**config.mk**
```make
export PLATFORM = sky130hd
export DESIGN_NAME = game_ctrl_flat
export DESIGN_NICKNAME = d
export VERILOG_FILES = /design/src/rtl/game_pkg.sv /design/src/rtl/game_ctrl_if.sv /design/src/rtl/bcd_countdown.sv /design/src/rtl/game_ctrl.sv /design/src/flat_wrapper.sv
export SDC_FILE = /design/constraint.sdc
export NUM_CORES = 1
export LEC_CHECK = 0
export CORE_MARGIN = 3
export CORE_UTILIZATION = 39
export CTS_BUF_LIST = sky130_fd_sc_hd__clkbuf_4 sky130_fd_sc_hd__clkbuf_8
export DETAILED_ROUTE_END_ITERATION = 10
export GPL_TIMING_DRIVEN = 0
export MAX_ROUTING_LAYER = met4
export PLACE_DENSITY = 0.62
export SYNTH_ARGS = -nofsm -noshare
export SYNTH_HDL_FRONTEND = slang
export SYNTH_SLANG_ARGS = --single-unit
```
**constraint.sdc**
```tcl
create_clock -name clk -period 5.2 [get_ports clk]
set_input_delay 1.04 -clock clk [delete_from_list [all_inputs] [get_ports clk]]
set_output_delay 1.04 -clock clk [all_outputs]
set_load 0.02 [all_outputs]
```
**src/rtl/game_pkg.sv**
```systemverilog
// rtl/game_pkg.sv - shared state encodings, colour scoring table and BCD helpers
package game_pkg;

  typedef enum logic [1:0] {
    ST_IDLE   = 2'd0,
    ST_PLAY   = 2'd1,
    ST_PAUSED = 2'd2,
    ST_OVER   = 2'd3
  } state_e;

  localparam logic [1:0] COLOR_PENALTY = 2'd3;
  localparam logic [3:0] BCD_ZERO      = 4'd0;
  localparam logic [3:0] BCD_NINE      = 4'd9;

  // Colour 3 scores nothing here; it is handled as the penalty colour.
  function automatic logic [1:0] color_points(input logic [1:0] color);
    case (color)
      2'd0:    return 2'd1;
      2'd1:    return 2'd2;
      2'd2:    return 2'd3;
      default: return 2'd0;
    endcase
  endfunction

  function automatic logic [3:0] bcd_tens(input int secs);
    return 4'(secs / 10);
  endfunction

  function automatic logic [3:0] bcd_ones(input int secs);
    return 4'(secs % 10);
  endfunction

endpackage

```
**src/rtl/game_ctrl_if.sv**
```systemverilog
// rtl/game_ctrl_if.sv - player inputs and display/status outputs of the game controller
interface game_ctrl_if #(
  parameter int SCORE_W = 7
);
  logic               start;
  logic               pause;
  logic               one_hz_tick;
  logic               collision;
  logic [1:0]         color;
  logic               stop;
  logic               end_game;
  logic [1:0]         state;
  logic [3:0]         sec_tens;
  logic [3:0]         sec_ones;
  logic [SCORE_W-1:0] score;
  logic [SCORE_W-1:0] high_score;
  logic [2:0]         level;

  modport master (
    output start, pause, one_hz_tick, collision, color,
    input  stop, end_game, state, sec_tens, sec_ones, score, high_score, level
  );

  modport slave (
    input  start, pause, one_hz_tick, collision, color,
    output stop, end_game, state, sec_tens, sec_ones, score, high_score, level
  );
endinterface

```
**src/rtl/bcd_countdown.sv**
```systemverilog
// rtl/bcd_countdown.sv - two-digit BCD down-counter that holds at 00
module bcd_countdown
  import game_pkg::*;
#(
  parameter logic [3:0] INIT_TENS = 4'd6,
  parameter logic [3:0] INIT_ONES = 4'd0
) (
  input  logic       clk,
  input  logic       rst,
  input  logic       load,
  input  logic       enable,
  input  logic       tick,
  output logic [3:0] tens,
  output logic [3:0] ones,
  output logic       zero
);
  logic [3:0] tens_q, tens_d;
  logic [3:0] ones_q, ones_d;

  assign zero = (tens_q == BCD_ZERO) && (ones_q == BCD_ZERO);
  assign tens = tens_q;
  assign ones = ones_q;

  always_comb begin
    tens_d = tens_q;
    ones_d = ones_q;
    if (load) begin
      tens_d = INIT_TENS;
      ones_d = INIT_ONES;
    end else if (enable && tick && !zero) begin
      if (ones_q == BCD_ZERO) begin
        ones_d = BCD_NINE;
        tens_d = tens_q - 4'd1;
      end else begin
        ones_d = ones_q - 4'd1;
      end
    end
  end

  always_ff @(posedge clk) begin
    if (rst) begin
      tens_q <= INIT_TENS;
      ones_q <= INIT_ONES;
    end else begin
      tens_q <= tens_d;
      ones_q <= ones_d;
    end
  end
endmodule

```
**src/rtl/game_ctrl.sv**
```systemverilog
// rtl/game_ctrl.sv - round FSM, scoring, level and high-score tracking for the catch game
module game_ctrl
  import game_pkg::*;
#(
  parameter int ROUND_SECS = 60,
  parameter int SCORE_W    = 7,
  parameter int NUM_LEVELS = 4,
  parameter int LEVEL_STEP = 10,
  parameter int PENALTY    = 2
) (
  input logic       clk,
  input logic       rst,
  game_ctrl_if.slave io
);
  localparam logic [SCORE_W-1:0] SCORE_MAX = '1;

  state_e             state_q, state_d;
  logic               start_prev_q, pause_prev_q;
  logic               start_edge, pause_edge;
  logic [SCORE_W-1:0] score_q, score_d;
  logic [SCORE_W-1:0] high_q, high_d;
  logic [2:0]         level_q, level_d;
  logic [SCORE_W:0]   score_sum;
  logic               timer_en, timer_zero;
  logic [3:0]         tens, ones;

  assign start_edge = io.start & ~start_prev_q;
  assign pause_edge = io.pause & ~pause_prev_q;
  assign timer_en   = (state_q == ST_PLAY);

  bcd_countdown #(
    .INIT_TENS(bcd_tens(ROUND_SECS)),
    .INIT_ONES(bcd_ones(ROUND_SECS))
  ) u_timer (
    .clk   (clk),
    .rst   (rst),
    .load  (start_edge),
    .enable(timer_en),
    .tick  (io.one_hz_tick),
    .tens  (tens),
    .ones  (ones),
    .zero  (timer_zero)
  );

  always_ff @(posedge clk) begin
    if (rst) begin
      state_q      <= ST_IDLE;
      start_prev_q <= io.start;
      pause_prev_q <= io.pause;
      score_q      <= '0;
      high_q       <= '0;
      level_q      <= '0;
    end else begin
      state_q      <= state_d;
      start_prev_q <= io.start;
      pause_prev_q <= io.pause;
      score_q      <= score_d;
      high_q       <= high_d;
      level_q      <= level_d;
    end
  end

  // Start always wins; an expired timer beats a pause in the same cycle.
  always_comb begin
    state_d = state_q;
    case (state_q)
      ST_IDLE:   if (start_edge) state_d = ST_PLAY;
      ST_PLAY: begin
        if (start_edge)      state_d = ST_PLAY;
        else if (timer_zero) state_d = ST_OVER;
        else if (pause_edge) state_d = ST_PAUSED;
      end
      ST_PAUSED: if (start_edge || pause_edge) state_d = ST_PLAY;
      ST_OVER:   if (start_edge) state_d = ST_PLAY;
      default:   state_d = ST_IDLE;
    endcase
  end

  always_comb begin
    io.stop     = (state_q != ST_PLAY);
    io.end_game = (state_q == ST_OVER);
    io.state    = state_q;
    io.sec_tens = tens;
    io.sec_ones = ones;
    io.score      = score_q;
    io.high_score = high_q;
    io.level      = level_q;
  end

  always_comb begin
    score_d   = score_q;
    score_sum = '0;
    if (start_edge) begin
      score_d = '0;
    end else if (state_q == ST_PLAY && io.collision) begin
      if (io.color == COLOR_PENALTY) begin
        score_d = (int'(score_q) < PENALTY) ? '0 : score_q - SCORE_W'(PENALTY);
      end else begin
        score_sum = {1'b0, score_q} + (SCORE_W+1)'(color_points(io.color));
        score_d   = (score_sum > {1'b0, SCORE_MAX}) ? SCORE_MAX : score_sum[SCORE_W-1:0];
      end
    end
  end

  // Compare against score_d so a catch on the final tick counts toward the best.
  always_comb begin
    high_d = high_q;
    if (state_d == ST_OVER && state_q != ST_OVER && score_d > high_q)
      high_d = score_d;
  end

  // Level counts the thresholds passed, avoiding a divide by LEVEL_STEP.
  always_comb begin
    level_d = '0;
    if (!start_edge) begin
      for (int k = 1; k < NUM_LEVELS; k++) begin
        if (int'(score_q) >= k * LEVEL_STEP) level_d = level_d + 3'd1;
      end
    end
  end
endmodule
```
**src/flat_wrapper.sv**
```systemverilog
// flat-port wrapper written by rule: the top's interface ports become plain ports
module game_ctrl_flat import game_pkg::*;
#(
  parameter int ROUND_SECS = 60,
  parameter int SCORE_W    = 7,
  parameter int NUM_LEVELS = 4,
  parameter int LEVEL_STEP = 10,
  parameter int PENALTY    = 2
)
  (clk, rst, io_start, io_pause, io_one_hz_tick, io_collision, io_color, io_stop, io_end_game, io_state, io_sec_tens, io_sec_ones, io_score, io_high_score, io_level);
  game_ctrl_if #(.SCORE_W(SCORE_W)) io_i ();
  input logic clk;
  input logic rst;
  input wire logic [$bits(io_i.start)-1:0] io_start;
  input wire logic [$bits(io_i.pause)-1:0] io_pause;
  input wire logic [$bits(io_i.one_hz_tick)-1:0] io_one_hz_tick;
  input wire logic [$bits(io_i.collision)-1:0] io_collision;
  input wire logic [$bits(io_i.color)-1:0] io_color;
  output wire logic [$bits(io_i.stop)-1:0] io_stop;
  output wire logic [$bits(io_i.end_game)-1:0] io_end_game;
  output wire logic [$bits(io_i.state)-1:0] io_state;
  output wire logic [$bits(io_i.sec_tens)-1:0] io_sec_tens;
  output wire logic [$bits(io_i.sec_ones)-1:0] io_sec_ones;
  output wire logic [$bits(io_i.score)-1:0] io_score;
  output wire logic [$bits(io_i.high_score)-1:0] io_high_score;
  output wire logic [$bits(io_i.level)-1:0] io_level;
  assign io_i.start = io_start;
  assign io_i.pause = io_pause;
  assign io_i.one_hz_tick = io_one_hz_tick;
  assign io_i.collision = io_collision;
  assign io_i.color = io_color;
  assign io_stop = io_i.stop;
  assign io_end_game = io_i.end_game;
  assign io_state = io_i.state;
  assign io_sec_tens = io_i.sec_tens;
  assign io_sec_ones = io_i.sec_ones;
  assign io_score = io_i.score;
  assign io_high_score = io_i.high_score;
  assign io_level = io_i.level;
  game_ctrl #(.ROUND_SECS(ROUND_SECS), .SCORE_W(SCORE_W), .NUM_LEVELS(NUM_LEVELS), .LEVEL_STEP(LEVEL_STEP), .PENALTY(PENALTY)) u_core (.clk(clk), .rst(rst), .io(io_i));
endmodule
```
Word level (Yosys, flattened, before mapping) --
Index checks and enable logic that the tools add are counted.
Storage, ports and cells: output and inout port bits 29, logic and storage cells 69, bits in registers 29, input bits 8
Operators by class: $lt $le $gt $ge 6, reduce and logical (&&, ||, !) cells 15, equal/unequal tests 9, bitwise operators 4, add/sub/neg operators 6, mux-type cells 21
Operators by type and width (count):
- 7-bit 2-to-1 mux | 5
- 2-bit 2-to-1 mux | 8
- 7-bit by 5-bit greater-or-equal comparator with 1-bit output (second input constant) | 2
- 3-bit 2-to-1 mux | 4
- 2-bit case mux with 3 select lines | 2
- 2-bit equality test (second input constant) | 5
- 7-bit by 2-bit adder with 8-bit output | 1
- 8-bit by 7-bit > comparator with 1-bit output (second input constant) | 1
- 4-bit logical NOT | 2
- 4-bit by 1-bit subtractor with 4-bit output (second input constant) | 2
- 7-bit by 4-bit greater-or-equal comparator with 1-bit output (second input constant) | 1
- 7-bit > comparator | 1
- 7-bit by 2-bit < comparator with 1-bit output (second input constant) | 1
- 7-bit by 2-bit subtractor with 7-bit output (second input constant) | 1
- 3-bit by 1-bit adder with 3-bit output (second input constant) | 2
- 1-bit logical AND | 6
- 2-bit by 1-bit equality test with 1-bit output (second input constant) | 2
- 2-bit logical NOT | 2
- 4-bit 2-to-1 mux | 1
- 2-bit OR reduction | 2
- 1-bit AND | 2
- 2-bit by 1-bit != test with 1-bit output (second input constant) | 1
- 2-bit != test (second input constant) | 1
- 1-bit inverter | 2
- other kinds (4) | 4

Longest topological paths before layout --
Gate-level depths: netlist (run 1).
word-level depth 13, mapped depth 15, gate-level depth less buffers 14

Cells and area by module --
A second synthesis (run 1) with hierarchy kept.
Unflattened totals: cells, all modules 241, area, all modules 2044.5 sq um
Modules (own cells, without submodules):
- game_ctrl | sequential area each 420.4 sq um, instances 1, area each 1612.8 sq um, cells each 191
- bcd_countdown | sequential area each 160.2 sq um, instances 1, area each 431.7 sq um, cells each 50

Least setup slack after synthesis (run 1) --
No wires, ideal clock.
path type input to register, from input port io_color[0], to register u_core.high_q[3] (netlist: u_core.io.high_score[3]), setup time 121 ps, cell stages on the path 14, slack 1150 ps, buffers on the path 1, data arrival time 3928 ps, data required time 5079 ps, cells stage by stage ha_1 > ha_1 > a21o_1 > a2111oi_0 > o21ai_0 > o211ai_1 > inv_1 > ha_1 > nand4_1 > a21o_1 > a211oi_1 > and3_1 > buf_4 > mux2_4
On the way: longest elaborated chain between the ends 13, elaborated cells on any way between the ends 16, those cells by class add/sub (1); order compare (2); eq/ne (3); mux (8); reduce/logical (2)
RTL lines:
- start, declared | line flat_wrapper.sv:18 | input wire logic [$bits(io_i.color)-1:0] io_color;
- 2-bit equality test (tied with other cells) | line game_pkg.sv:17 | case (color)
- 2-bit case mux with 3 select lines | line game_pkg.sv:17
- 2-bit 2-to-1 mux | line game_ctrl.sv:96 | if (io.color == COLOR_PENALTY) begin
- 2-bit 2-to-1 mux | line game_ctrl.sv:95 | end else if (state_q == ST_PLAY && io.collision) begin
- 2-bit 2-to-1 mux | line game_ctrl.sv:93 | if (start_edge) begin
- 7-bit by 2-bit adder with 8-bit output | line game_ctrl.sv:99 | score_sum = {1'b0, score_q} + (SCORE_W+1)'(color_points(io.color));
- 8-bit by 7-bit > comparator with 1-bit output | line game_ctrl.sv:100 | score_d = (score_sum > {1'b0, SCORE_MAX}) ? SCORE_MAX : score_sum[SCORE_W-1:0];
- 7-bit 2-to-1 mux | line game_ctrl.sv:100
- 7-bit 2-to-1 mux (*) | line game_ctrl.sv:96
- 7-bit 2-to-1 mux (*) | line game_ctrl.sv:95
- 7-bit 2-to-1 mux (*) | line game_ctrl.sv:93
- named net u_core.score_d[6] | line game_ctrl.sv:20 | logic [SCORE_W-1:0] score_q, score_d;
- 7-bit > comparator (*) | line game_ctrl.sv:108 | if (state_d == ST_OVER && state_q != ST_OVER && score_d > high_q)
- 1-bit logical AND (*) | line game_ctrl.sv:108
- end signal, assigned | line game_ctrl.sv:58 | high_q <= high_d;
- end, declared | line game_ctrl.sv:21 | logic [SCORE_W-1:0] high_q, high_d;
The timed path passes the listed nets; every way through them passes the cells marked *. The select of a mux whose other input is x is not followed. A chain may end at the register's enable or synchronous reset.

Worst setup path after layout (run 1) --
Ends and elaborated chain as after synthesis.

==> metrics.cfg, run 1 <==
[final_layout]
fin_util_pct = 51.92
final-seq-area_um2 = 580.6
n_fill_cell = 480
nets = 319
antenna-diode-count = 0
drive_gt1_share_pct = 6.552
multi_input_area_um2 = 1226
area_growth_pct = 26.50

[global_routing]
antenna_found_initial = 0
grt.overflow.total = 0
grt_pass1_vias = 1759
grt_pass1_wl_mm = 8.252
track_usage_pct = 17.31
grt_max_degree = 11

[sta]
timing.setup.tns_ns = 0
maxSlewViolCount = 0
clock_skew_ns = 0.003490
timing.fmax_mhz = 219.4
final_hold_viol_count = 0
finalCritPeriodShare_pct = 87.67
setup_slack_ns = 0.6414
relSlewSlack_pct = 66.73
setup_viol = 0
fin_crit_ns = 4.559
tightest_slew_ns = 0.4990
rsz0062_at_grt = no

[die]
fp.dieW_um = 76.97
start_util_pct = 41.05
core_um2 = 4786
dieHeight_um = 76.97
io_pins = 37
fp-row-count = 25
die_area_um2 = 5924

[cts]
cts_resized = 0
clk_pin_slew_ns = 0.06
cts_max_level = 2
cts_tree = yes
cts_root_buf = clkbuf_8
post_cts_buffers = 0
cts_buffer_depth = 2
hold_buffers = 0
cts.sinks = 29
clk-insertion-delay-late_ns = 0.28
cts_buffers = 5

[logic_synthesis]
synth-edff-count = 0
syn_inst = 247
synth.avg_cell_area_um2 = 7.953
synth_common_cells = 31 x nor2_1, 29 x dfxtp_1, 27 x inv_1
synth_fp_nets = 277
syn_area_um2 = 1964
ys_types = 47
yosysMostFrequentCell = nor2_1
synth_top_area_share_pct = 29.55
synthTopCellsByArea = dfxtp_1 30%, ha_1 13%, nor2_1 5.9%, inv_1 5.2%, nand2_1 3.6%
synth-seq-cells = 29
yosysTopAreaCell = dfxtp_1
yosysWarningCount = 0
async_flop_share_pct = 0
synth_top_flop_cell = dfxtp_1
synth-seq-area-share_pct = 29.55

[routing]
routed_wl_mm = 4.754
drtIter0Drc = 154
vias = 1857
avgRoutedWirePerCell_um = 13.32
antenna_left = 0
viasPerCell = 5.202
dr.pass1.iters = 4
drcViolationCount = 0

[critical_path]
path_class = in -> reg
endpoint_kind = register
arrival_ns = 4.73
cp.required_ns = 5.37
max_stage_delay_ns = 0.43
rr_startpoint = u_core.io.score[2]
cp_max_fo = 7
startpoint = io_color[0]
path_cells = clkdlybuf4s50_1 > ha_1 > ha_1 > a21o_1 > a2111oi_0 > o21ai_0 > o211ai_1 > inv_1 > ha_1 > nand4_1 > a21o_1 > a211oi_1 > and3_1 > buf_4 > mux2_4
slowest_stage = clkdlybuf4s50_1
crit_top_cell = ha_1
start_kind = primary input

[placement]
hpwlAfterDp_mm = 3.565
port_buffers = 35
dp_slack_ns = 0.3730
place_congestion = 0.8452

[min_path]
min-delay-start = u_core.io.high_score[4]
hp-class = reg -> reg

[power_and_ir_drop]
ir_drop_mv = 0.1589
leakagePower_nw = 1.013
powerDensity_nw_per_um2 = 227.8

[outcome]
status = completed

[run]
drv_cap = 0

==> per-stage QoR <==
step,instances,power [mW],instance area (µm²),hold slack [ns]
global placement,349,0.3863,2399,0.4807
detailed placement,349,0.3876,2399,0.4843
CTS,357,0.5719,2485,0.4938
floorplan,247,0.3419,1964,0.5563
finish,357,0.5660,2485,0.4906
global route,357,0.6009,2485,0.5070
==> cell families after synthesis <==
logic type | Yosys count | synth area share [%]
simple gates | 90 | 24.01
fa+ha+maj | 22 | 14.39
buf+inv | 38 | 8.025
flops | 29 | 29.55
compound gates | 59 | 19.49
mux | 4 | 2.293
xor+xnor | 5 | 2.229
==> critical path, delay by kind of cell <==
family          cells  cell delay [ns]
fa+ha+maj           3             0.93
buf+inv             3             0.67
simple gates        2             0.32
compound gates      6             1.47
mux                 1             0.30
==> sequential cells by signal (all words and copies together) (netlist names) <==
| signal | count |
|---|---|
| u_core.io.high_score | 7 |
| u_core.pause_prev_q | 1 |
| u_core.u_timer.ones | 4 |
| u_core.start_prev_q | 1 |
| u_core.io.level | 3 |
| u_core.u_timer.tens | 4 |
| u_core.io.state | 2 |
| u_core.io.score | 7 |
==> routing by layer <==
metal | global-route usage (%) | share of wire (%) | up-vias
li1 | - | - | 948
met2 | 27.00 | 46 | 60
met3 | 3.873 | 5.4 | 5
met5 | - | 0 | -
met1 | 22.87 | 48 | 844
met4 | 4.093 | 0.82 | 0
==> path summary, 6_finish.rpt <==
path	end	slack, ns	depth (start not counted)
worst max register to register	u_core.io.high_score[3]	1.44	15
worst min register to register	u_core.io.high_score[4]	0.49	2
worst min-delay path	u_core.io.high_score[4]	0.49	2
worst max-delay path	u_core.io.high_score[3]	0.64	15
==> final cells by class <==
type / count / share of cell area, %
Clock buffer: 5 / 2.769
Tap cell: 67 / 3.374
Multi-Input combinational cell: 180 / 49.35
Sequential cell: 29 / 23.36
Inverter: 27 / 4.079
Clock inverter: 3 / 0.7049
Timing Repair Buffer: 35 / 14.10
Buffer: 11 / 2.266
==> cell usage in the layout (no fill, tap or decap), types with 3 or more instances in the layout <==
master	instances
o21ai_0	9
inv_1	27
o211ai_1	3
buf_2	3
nand3_1	6
and2_1	3
nand2_1	19
nor3_1	6
clkdlybuf4s50_1	35
nand2b_1	3
a31oi_1	6
mux2i_1	3
nand4_1	4
o22ai_1	9
dfxtp_1	29
a211oi_1	4
clkbuf_1	6
clkbuf_8	5
a211o_1	3
nor2b_1	5
ha_1	21
a21o_1	3
xnor2_1	4
a21oi_1	11
nor2_1	31
==> power by group <==
| part | switching, mW | internal [mW] |
|---|---|---|
| sequential | 0.0112 | 0.230 |
| combinational | 0.0805 | 0.0618 |
| clock | 0.0901 | 0.0921 |
| total | 0.182 | 0.384 |
Note: power is estimated with default switching activity, not from simulation.
==> inputs of run 2 (changes only) <==
CORE_UTILIZATION = 47   (was 39)
PLACE_DENSITY = 0.72   (was 0.62)
SLEW_MARGIN = 10   (was default)
==> metrics.cfg, run 2 (synthesis gave the netlist of run 1 again) <==
[critical_path]
critical_path.endpoint = u_core.io.high_score[3]
max_stage_delay_ns = 0.43
path_class = in -> reg
slowest_stage = clkdlybuf4s50_1
crit_family = compound AO/OA/AOI/OAI gates
r2r_end = u_core.io.high_score[3]
arrival_ns = 4.74
path_cells = clkdlybuf4s50_1 > ha_1 > ha_1 > a21o_1 > a2111oi_0 > o21ai_0 > o211ai_1 > inv_1 > ha_1 > nand4_1 > a21o_1 > a211oi_1 > and3_1 > buf_4 > mux2_4
startpoint = io_color[0]
ff2ff_path_depth = 15
start_kind = primary input
critical_path_depth = 15
crit_top_cell = ha_1
rr_startpoint = u_core.io.score[2]
timing.critical_path.buf_inv = 3
r2r_setup_slack_ns = 1.44
endpoint_kind = register
cp_max_fo = 7
cp.required_ns = 5.38

[cts]
cts_tree = yes
clk_pin_slew_ns = 0.07
cts_max_level = 2
cts_buffers = 5
cts_root_buf = clkbuf_8
cts_buffer_depth = 2
cts_resized = 0
hold_buffers = 0
clk-insertion-delay-late_ns = 0.29
post_cts_buffers = 0
cts.sinks = 29

[die]
core_um2 = 3854
fp.dieW_um = 70.65
start_util_pct = 50.97
fp-row-count = 22
dieHeight_um = 70.65
die_area_um2 = 4991
io_pins = 37

[final_layout]
design_area_um2 = 2461
area_growth_pct = 25.29
multi_input_area_um2 = 1226
final_common_cell = clkdlybuf4s50_1
n_fill_cell = 349
antenna-diode-count = 0
final-seq-area_um2 = 580.6
layout_common_cells = 35 x clkdlybuf4s50_1, 31 x nor2_1, 29 x dfxtp_1, 27 x inv_1, 21 x ha_1
drive_gt1_share_pct = 6.552
nets = 319

[routing]
drcViolationCount = 0
drtIter0Drc = 287
dr.pass1.iters = 5
antenna_left = 0
routed_wl_mm = 4.594
vias = 1871
avgRoutedWirePerCell_um = 13.59
viasPerCell = 5.536

[global_routing]
antenna_found_initial = 0
met2_usage_pct = 28.17
met3_usage_pct = 5.256
grt_max_degree = 11
track_usage_pct = 20.12
busiest_layer = met2
grt.overflow.total = 0
grt_pass1_wl_mm = 7.879
met1_usage_pct = 27.91
grt_pass1_vias = 1712

[sta]
maxSlewViolCount = 0
timing.setup.tns_ns = 0
tightest_slew_ns = 0.5568
relSlewSlack_pct = 62.88
clock_skew_ns = 0.009275
finalCritPeriodShare_pct = 87.73
fin_crit_ns = 4.562
final_hold_viol_count = 0
setup_viol = 0
timing.fmax_mhz = 219.2
rsz0062_at_grt = no

[outcome]
status = completed

[min_path]
min-delay-start = u_core.io.high_score[2]
hp-class = reg -> reg

[placement]
postPlaceCellArea_um2 = 2375
hpwlAfterDp_mm = 3.432
place_congestion = 0.8750
port_buffers = 35

[power_and_ir_drop]
leakagePower_nw = 1.013
ir_drop_mv = 0.1723
powerDensity_nw_per_um2 = 230.1

[run]
drv_cap = 0

[run 2: cell counts in the layout (fill, tap and decap cells not counted)]
Identical to the previous run, type by type.
[run 2: area by class of cell]
class / instances / area share, %
Multi-Input combinational cell: 180 / 49.82
Sequential cell: 29 / 23.59
Timing Repair Buffer: 35 / 14.23
Inverter: 27 / 4.118
Clock buffer: 5 / 2.796
Tap cell: 48 / 2.440
Buffer: 11 / 2.288
Clock inverter: 3 / 0.7117
[run 2: where the power goes]
group	internal, mW	switching, mW
clock network	0.0921	0.0918
registers	0.230	0.0109
logic	0.0616	0.0797
total	0.384	0.182
[run 2: worst min-delay path, stage by stage (launching register included)]
cell     delay, ns
dfxtp_1       0.32
nand2_1       0.06
o22ai_1       0.06
[run 2: layer usage]
metal | vias to the layer above | share of wire [%]
met5 | - | 0
met4 | 0 | 1.6
met3 | 6 | 6.2
met2 | 60 | 45
met1 | 857 | 48
li1 | 948 | -
[run 2: how the worst min path moves through the flow]
stage / endpoint / cells past startpoint
floorplan: u_core.io.high_score[6] / 2
global placement: u_core.io.high_score[4] / 2
detailed placement: u_core.io.high_score[4] / 2
CTS: u_core.io.high_score[4] / 2
global route: u_core.io.high_score[6] / 2
finish: u_core.io.high_score[2] / 2
[run 2: stage by stage]
step           worst slack [ns]  power (mW)  instances  utilization (%)  hold slack (ns)
6_report                 0.6381      0.5663        338            63.86           0.4876
5_1_grt                  0.4583      0.5999        338            63.86           0.5154
4_1_cts                  0.6690      0.5721        338            63.86           0.4888
3_5_place_dp             0.3881      0.3866        330            61.62           0.4766
3_3_place_gp             0.4304      0.3852        330            61.62           0.4751
2_1_floorplan             1.150      0.3419        247                -           0.5563
